`src/rtl/mem_align_unit_pkg.sv`:
```
// Shared width encodings, FSM state type and default window base for mem_align_unit.
// The ACC1 state exists only when MEM_ALIGN_SPLIT_EN is defined.
package mem_align_unit_pkg;

    localparam logic [1:0]  WIDTH_B = 2'b00;
    localparam logic [1:0]  WIDTH_H = 2'b01;
    localparam logic [1:0]  WIDTH_W = 2'b10;

    localparam logic [31:0] DEFAULT_BASE_ADDR = 32'h0000_1000;

`ifdef MEM_ALIGN_SPLIT_EN
    typedef enum logic [1:0] {
        StIdle = 2'd0,
        StAcc0 = 2'd1,
        StAcc1 = 2'd2,
        StResp = 2'd3
    } state_e;
`else
    typedef enum logic [1:0] {
        StIdle = 2'd0,
        StAcc0 = 2'd1,
        StResp = 2'd3
    } state_e;
`endif

    // Lanes touched by an access: [3:0] in the first word, [7:4] in the following word.
    function automatic logic [7:0] span_mask(input logic [1:0] width, input logic [1:0] lo);
        logic [7:0] base;
        case (width)
            WIDTH_B: base = 8'h01;
            WIDTH_H: base = 8'h03;
            default: base = 8'h0F;
        endcase
        return base << lo;
    endfunction

endpackage

```
`src/rtl/mem_lane_rotate.sv`:
```
// Combinational byte rotator: rotates a 32-bit word left by amt_i byte lanes.
module mem_lane_rotate (
    input  logic [31:0] data_i,
    input  logic [1:0]  amt_i,
    output logic [31:0] data_o
);

    always_comb begin
        case (amt_i)
            2'd0:    data_o = data_i;
            2'd1:    data_o = {data_i[23:0], data_i[31:24]};
            2'd2:    data_o = {data_i[15:0], data_i[31:16]};
            default: data_o = {data_i[7:0],  data_i[31:8]};
        endcase
    end

endmodule

```
`src/rtl/mem_align_unit.sv`:
```
// Byte-lane load/store alignment unit in front of four 8-bit lane RAMs.
// MEM_ALIGN_SPLIT_EN enables word-crossing accesses; otherwise misaligned accesses are rejected.
module mem_align_unit
    import mem_align_unit_pkg::*;
#(
    parameter logic [31:0] BASE_ADDR = DEFAULT_BASE_ADDR,
    parameter int unsigned LANE_AW   = 6
) (
    input  logic               clk,
    input  logic               rst,
    input  logic               req_valid,
    output logic               req_ready,
    input  logic               req_we,
    input  logic [1:0]         req_width,
    input  logic               req_sign,
    input  logic [31:0]        req_addr,
    input  logic [31:0]        req_wdata,
    output logic               rsp_valid,
    output logic               rsp_err,
    output logic [31:0]        rsp_rdata,
    output logic               mem_re,
    output logic [3:0]         mem_we,
    output logic [LANE_AW-1:0] mem_addr0,
    output logic [LANE_AW-1:0] mem_addr1,
    output logic [LANE_AW-1:0] mem_addr2,
    output logic [LANE_AW-1:0] mem_addr3,
    output logic [7:0]         mem_wdata0,
    output logic [7:0]         mem_wdata1,
    output logic [7:0]         mem_wdata2,
    output logic [7:0]         mem_wdata3,
    input  logic [7:0]         mem_rdata0,
    input  logic [7:0]         mem_rdata1,
    input  logic [7:0]         mem_rdata2,
    input  logic [7:0]         mem_rdata3
);

    localparam logic [32:0] WinBytes = 33'(4) << LANE_AW;

    state_e             state_q;
    logic               ready_q, valid_q, err_q, re_q;
    logic [3:0]         we_mask_q;
    logic [LANE_AW-1:0] addr_q;
    logic [31:0]        wdata_q;
    logic               is_store_q, sign_q;
    logic [1:0]         width_q, lo_q;
`ifdef MEM_ALIGN_SPLIT_EN
    logic [3:0]         next_mask_q;
    logic [31:0]        buf_q;
`endif

    logic [31:0] req_off, store_rot, live, merged, load_rot, load_ext;
    logic [1:0]  sz_m1, load_amt;
    logic [32:0] req_last;
    logic [7:0]  req_span;
    logic        req_reject;

    always_comb begin
        req_off = req_addr - BASE_ADDR;
        case (req_width)
            WIDTH_B: sz_m1 = 2'd0;
            WIDTH_H: sz_m1 = 2'd1;
            default: sz_m1 = 2'd3;
        endcase
        req_last   = {1'b0, req_off} + {31'b0, sz_m1};
        req_span   = span_mask(req_width, req_off[1:0]);
        req_reject = (req_width == 2'b11) || ({1'b0, req_off} >= WinBytes) ||
                     (req_last >= WinBytes);
`ifndef MEM_ALIGN_SPLIT_EN
        req_reject = req_reject || ((req_off[1:0] & sz_m1) != 2'b00);
`endif
    end

`ifndef MEM_ALIGN_SPLIT_EN
    logic unused_span_hi;
    assign unused_span_hi = ^req_span[7:4];
`endif

    mem_lane_rotate u_store_rot (
        .data_i (req_wdata),
        .amt_i  (req_off[1:0]),
        .data_o (store_rot)
    );

    // Lanes served by the second word arrive live; first-word lanes come from buf_q.
    assign live = {mem_rdata3, mem_rdata2, mem_rdata1, mem_rdata0};
    always_comb begin
        merged = live;
`ifdef MEM_ALIGN_SPLIT_EN
        if (next_mask_q != 4'b0000) begin
            for (int i = 0; i < 4; i++) begin
                if (!next_mask_q[i]) merged[8*i +: 8] = buf_q[8*i +: 8];
            end
        end
`endif
    end

    assign load_amt = 2'd0 - lo_q;

    mem_lane_rotate u_load_rot (
        .data_i (merged),
        .amt_i  (load_amt),
        .data_o (load_rot)
    );

    always_comb begin
        case (width_q)
            WIDTH_B: load_ext = {{24{sign_q & load_rot[7]}},  load_rot[7:0]};
            WIDTH_H: load_ext = {{16{sign_q & load_rot[15]}}, load_rot[15:0]};
            default: load_ext = load_rot;
        endcase
    end

    always_ff @(posedge clk) begin
        if (rst) begin
            state_q    <= StIdle;
            ready_q    <= 1'b1;
            valid_q    <= 1'b0;
            err_q      <= 1'b0;
            re_q       <= 1'b0;
            we_mask_q  <= 4'b0000;
            addr_q     <= '0;
            wdata_q    <= 32'b0;
            is_store_q <= 1'b0;
            sign_q     <= 1'b0;
            width_q    <= 2'b00;
            lo_q       <= 2'b00;
`ifdef MEM_ALIGN_SPLIT_EN
            next_mask_q <= 4'b0000;
            buf_q       <= 32'b0;
`endif
        end else begin
            unique case (state_q)
                StIdle: begin
                    if (req_valid) begin
                        ready_q    <= 1'b0;
                        is_store_q <= req_we;
                        sign_q     <= req_sign;
                        width_q    <= req_width;
                        lo_q       <= req_off[1:0];
`ifdef MEM_ALIGN_SPLIT_EN
                        next_mask_q <= req_span[7:4];
`endif
                        if (req_reject) begin
                            state_q <= StResp;
                            valid_q <= 1'b1;
                            err_q   <= 1'b1;
                        end else begin
                            state_q   <= StAcc0;
                            addr_q    <= req_off[LANE_AW+1:2];
                            re_q      <= !req_we;
                            we_mask_q <= req_we ? req_span[3:0] : 4'b0000;
                            wdata_q   <= req_we ? store_rot : 32'b0;
                        end
                    end
                end
                StAcc0: begin
                    state_q   <= StResp;
                    valid_q   <= 1'b1;
                    re_q      <= 1'b0;
                    we_mask_q <= 4'b0000;
`ifdef MEM_ALIGN_SPLIT_EN
                    if (next_mask_q != 4'b0000) begin
                        state_q   <= StAcc1;
                        valid_q   <= 1'b0;
                        re_q      <= re_q;
                        addr_q    <= addr_q + LANE_AW'(1);
                        we_mask_q <= is_store_q ? next_mask_q : 4'b0000;
                    end
`endif
                end
`ifdef MEM_ALIGN_SPLIT_EN
                StAcc1: begin
                    state_q   <= StResp;
                    valid_q   <= 1'b1;
                    re_q      <= 1'b0;
                    we_mask_q <= 4'b0000;
                    buf_q     <= live;
                end
`endif
                StResp: begin
                    state_q <= StIdle;
                    valid_q <= 1'b0;
                    err_q   <= 1'b0;
                    ready_q <= 1'b1;
                end
                default: state_q <= StIdle;
            endcase
        end
    end

    assign req_ready  = ready_q;
    assign rsp_valid  = valid_q;
    assign rsp_err    = err_q;
    assign rsp_rdata  = (state_q == StResp && !is_store_q && !err_q) ? load_ext : 32'b0;
    assign mem_re     = re_q;
    assign mem_we     = we_mask_q;
    assign mem_addr0  = addr_q;
    assign mem_addr1  = addr_q;
    assign mem_addr2  = addr_q;
    assign mem_addr3  = addr_q;
    assign mem_wdata0 = wdata_q[7:0];
    assign mem_wdata1 = wdata_q[15:8];
    assign mem_wdata2 = wdata_q[23:16];
    assign mem_wdata3 = wdata_q[31:24];

endmodule
```
`config.mk`:
```
export PLATFORM = sky130hd
export DESIGN_NAME = mem_align_unit
export DESIGN_NICKNAME = d
export VERILOG_FILES = /design/src/rtl/mem_align_unit_pkg.sv /design/src/rtl/mem_lane_rotate.sv /design/src/rtl/mem_align_unit.sv
export SDC_FILE = /design/constraint.sdc
export NUM_CORES = 1
export LEC_CHECK = 0
export CAP_MARGIN = 0
export CELL_PAD_IN_SITES_DETAIL_PLACEMENT = 1
export CELL_PAD_IN_SITES_GLOBAL_PLACEMENT = 1
export CORE_MARGIN = 2
export CORE_UTILIZATION = 28
export DETAILED_ROUTE_END_ITERATION = 10
export PLACE_DENSITY_LB_ADDON = 0.1
export SETUP_SLACK_MARGIN = 0.4
export SKIP_CTS_REPAIR_TIMING = 1
export SLEW_MARGIN = 30
export SYNTH_ARGS = -nofsm -noshare
export SYNTH_HDL_FRONTEND = slang
export SYNTH_SLANG_ARGS = --single-unit
```
`constraint.sdc`:
```
create_clock -name clk -period 6.6 [get_ports clk]
set_input_delay 0.66 -clock clk [delete_from_list [all_inputs] [get_ports clk]]
set_output_delay 0.66 -clock clk [all_outputs]
set_load 0.03 [all_outputs]
```
==> flow_metrics.tcl <==
set metrics [dict create \
    path_class "in2reg" \
    synth_top_family_by_area "multiplexers" \
    wirelength_um 17100 \
    regToRegSetupSlack_ns 3.70 \
    cellInternalPower_w 0.000665 \
    grt_pass1_wl_um 26100 \
    timing.rr.end "wdata_q[2]" \
    cp_num_buf_inv 1 \
    cts_made_buffers 5 \
    tritoncts "yes" \
    p_seq_share_pct 37.0 \
    arrival_ns 5.14 \
    fin_total_pwr_w 0.000929 \
    synthFlopType "dfxtp_1" \
    cp.depth 11 \
    synth_warnings 0 \
    hold_start "wdata_q[18]" \
    synth_edf_count 0 \
    ir_worst_vdd_mv 0.0803 \
    finalNonFillerCells 899 \
    clock-sinks 54 \
    syn_area_sq_mm 0.00502 \
    ioPinCount 199 \
    avgRoutedWirePerCell_um 19.0 \
    rows 48 \
    fill_cells 1965 \
    clk_latency_ns 0.30 \
    firstDrtPassIters 4 \
    maxCapViolCount 0 \
    clkPwrFrac_pct 33.5 \
    min_path_type "reg2reg" \
    finalSetupViolCount 0 \
    synthArstFlopShare_pct 0 \
    max_stage_delay_ns 0.74 \
    power_density_mw_per_mm2 130 \
    dpl.hpwl_um 13000 \
    clk_pin_slew_ns 0.08 \
    synth-xor-area-share_pct 1.40 \
    synthMuxAreaShare_pct 31.8 \
    overflow 0 \
    first_global_vias 4851 \
    die_w_um 138 \
    crit_family "simple AND/OR/NAND/NOR gates" \
    synth_nets 641 \
    cp_slowest_cell "nand4_4" \
    hold_end "wdata_q[18]" \
    numPortBuffers 198 \
    hold_viol_final 0 \
    switching_share_pct 28.4 \
    period_minus_slack_ns 4.92 \
    maxSlewHeadroom_pct 37.9 \
    antenna_found_initial 0 \
    vias 4786 \
    yosysSeqAreaShare_pct 21.6 \
    finClkSkew_ns 0.00463 \
    worstSetupEndpointType "register" \
    synthAdderAreaFrac_pct 2.15 \
    startpoint "req_width[1]" \
    p_leak_nw 2.39 \
    postRouteAntennaNets 0 \
    synthToLayoutAreaGrowth_pct 42.1 \
    synth.top_cells.by_count "67 x a21oi_1, 64 x mux4_2, 54 x dfxtp_1, 51 x nand2_1, 37 x clkbuf_1" \
    cp_max_fo 64 \
    vias_per_cell 5.32 \
    max_slew.worst_pin.slew_ns 0.931 \
    drt_iter0_markers 221 \
    cp_common_cell "a21oi_1" \
    outcome "finished, final reports clean" \
    synthCells 530 \
    fin_tns_setup_ns 0 \
    grt_max_degree 65 \
    rsz0062_at_grt "false" \
    synth_top_area_share_pct 28.7 \
    synth_compound_area_share_pct 12.3 \
    p_sw_w 0.000264 \
    min_path_cells 2 \
    synthSimpleGateAreaFrac_pct 21.8 \
    grt_use_total_pct 17.7 \
    cp_cell_sequence "clkdlybuf4s50_1 -> or2_2 -> ha_1 -> a21oi_1 -> or4b_1 -> or3_1 -> a221o_1 -> nor4_4 -> nand4_4 -> or3b_1 -> a21oi_1" \
    ys_ff_latch 54 \
    dp_cells 891 \
    die_height_um 138 \
    p_comb_share_pct 29.5 \
    place_ws_ns 1.36 \
    antenna_cells 0 \
    synth.most_common_cell "a21oi_1" \
    drc 0 \
    synth_cell_types 62 \
    final_nets 784 \
    netlist_top_cells_area "mux4_2 29%, dfxtp_1 22%, a21oi_1 6.7%" \
    initial_core_util_pct 28.8 \
    layout_worst_path_cycle_share_pct 74.5 \
    report.final.slew_viol_count 0 \
    max_freq_ghz 0.203 \
    cts_root_buf "clkbuf_16" \
    routabilityCongestion 0.795 \
    dieArea_sq_mm 0.0190 \
    avgSynthCellArea_sq_um 9.46 \
    synth_top_area_cell "mux4_2" \
    drive_gt1_share_pct 13.8 \
    rr_worst_depth 4 \
    cts_htree_levels 2 \
    r2r-start "state_q[1]" \
    worstPathRequired_ns 6.83 \
    worstSetupStartpointType "input port" \
    layout_setup_ws_ns 1.68 \
    clk_path_buf_depth 2 \
    core_area_sq_mm 0.0174 \
]
-- logic make-up after synthesis --
| logic type | count (synthesis) |
|---|---|
| and+or+nand+nor | 182 |
| AOI/OAI and AO/OA | 103 |
| buffers and inverters | 96 |
| muxes | 79 |
| DFF | 54 |
| xor gates and xnor gates | 8 |
| adders and majority gates | 8 |
-- through the flow --
step                      utilization (%)  instance area (sq um)  hold WS [ns]
after detailed placement             39.9                   6960         0.448
after global routing                 40.9                   7130         0.475
after CTS                            40.9                   7120         0.457
final                                40.9                   7130         0.453
after global placement               39.9                   6960         0.440
after floorplan                         -                   5020         0.454
-- final cells by class --
class                   count  area, sq um  share of cell area, %
flip-flops and latches     54         1080                   15.2
inverters                  30          113                   1.58
repair buffers            202         2000                   28.0
well taps                 225          282                   3.95
multi-input cells         380         3480                   48.8
clock inverters             3         43.8                  0.614
clock buffers               5          125                   1.76
-- how the worst max path moves through the flow --
stage	slack [ns]	endpoint
5_1_grt	1.40	wdata_q[2]
6_report	1.68	wdata_q[2]
3_5_place_dp	1.36	wdata_q[6]
2_1_floorplan	2.87	wdata_q[25]
4_1_cts	1.68	wdata_q[6]
3_3_place_gp	1.55	wdata_q[4]
-- cell usage in the layout (no fill, tap or decap), types with 3 or more instances in the layout --
cell type / netlist / final
clkdlybuf4s50_1: 0 / 195
a21oi_1: 67 / 67
mux4_2: 64 / 64
dfxtp_1: 54 / 53
nand2_1: 51 / 51
or3b_1: 32 / 32
inv_1: 30 / 29
nor2_1: 22 / 22
mux2i_1: 14 / 14
nor3_1: 11 / 11
nor2b_1: 10 / 10
nand3_1: 7 / 7
ha_1: 7 / 7
or2_2: 6 / 6
or4_1: 6 / 6
a211oi_1: 6 / 6
nand4_1: 6 / 6
xnor2_1: 5 / 5
nor4_1: 5 / 5
clkbuf_16: 0 / 5
buf_4: 18 / 5
or3_1: 4 / 4
o21ai_0: 4 / 4
xor2_1: 3 / 3
nor4b_1: 3 / 3
o32ai_1: 3 / 3
-- worst register-to-register path, delay by kind of cell, from the launching register on --
kind | cells | cell delay, ns
and+or+nand+nor | 3 | 2.29
DFF | 1 | 0.39
AOI/OAI and AO/OA | 1 | 0.15
-- flip-flops by register name (all words and copies together), names as in the netlist --
signal      cells
lo_q            2
wdata_q        32
rsp_err         1
is_store_q      1
mem_re          1
rsp_valid       1
mem_addr0       6
state_q         2
width_q         2
mem_we          4
req_ready       1
sign_q          1
-- power by group through the flow --
| stage | sequential [W] | clock (W) | combinational [W] |
|---|---|---|---|
| after floorplan | 0.000344 | 0 | 0.000161 |
| after global placement | 0.000352 | 0 | 0.000270 |
| after detailed placement | 0.000352 | 0 | 0.000275 |
| after CTS | 0.000345 | 0.000323 | 0.000277 |
| after global routing | 0.000347 | 0.000336 | 0.000296 |
| final | 0.000344 | 0.000311 | 0.000274 |
-- metal layers --
metal	track usage [%]	part of all wire, %
met1	22.9	44
met2	30.5	49
met3	3.42	6.7
met4	3.80	0.95
met5	0	0
Power figures use the tool's default switching activity.
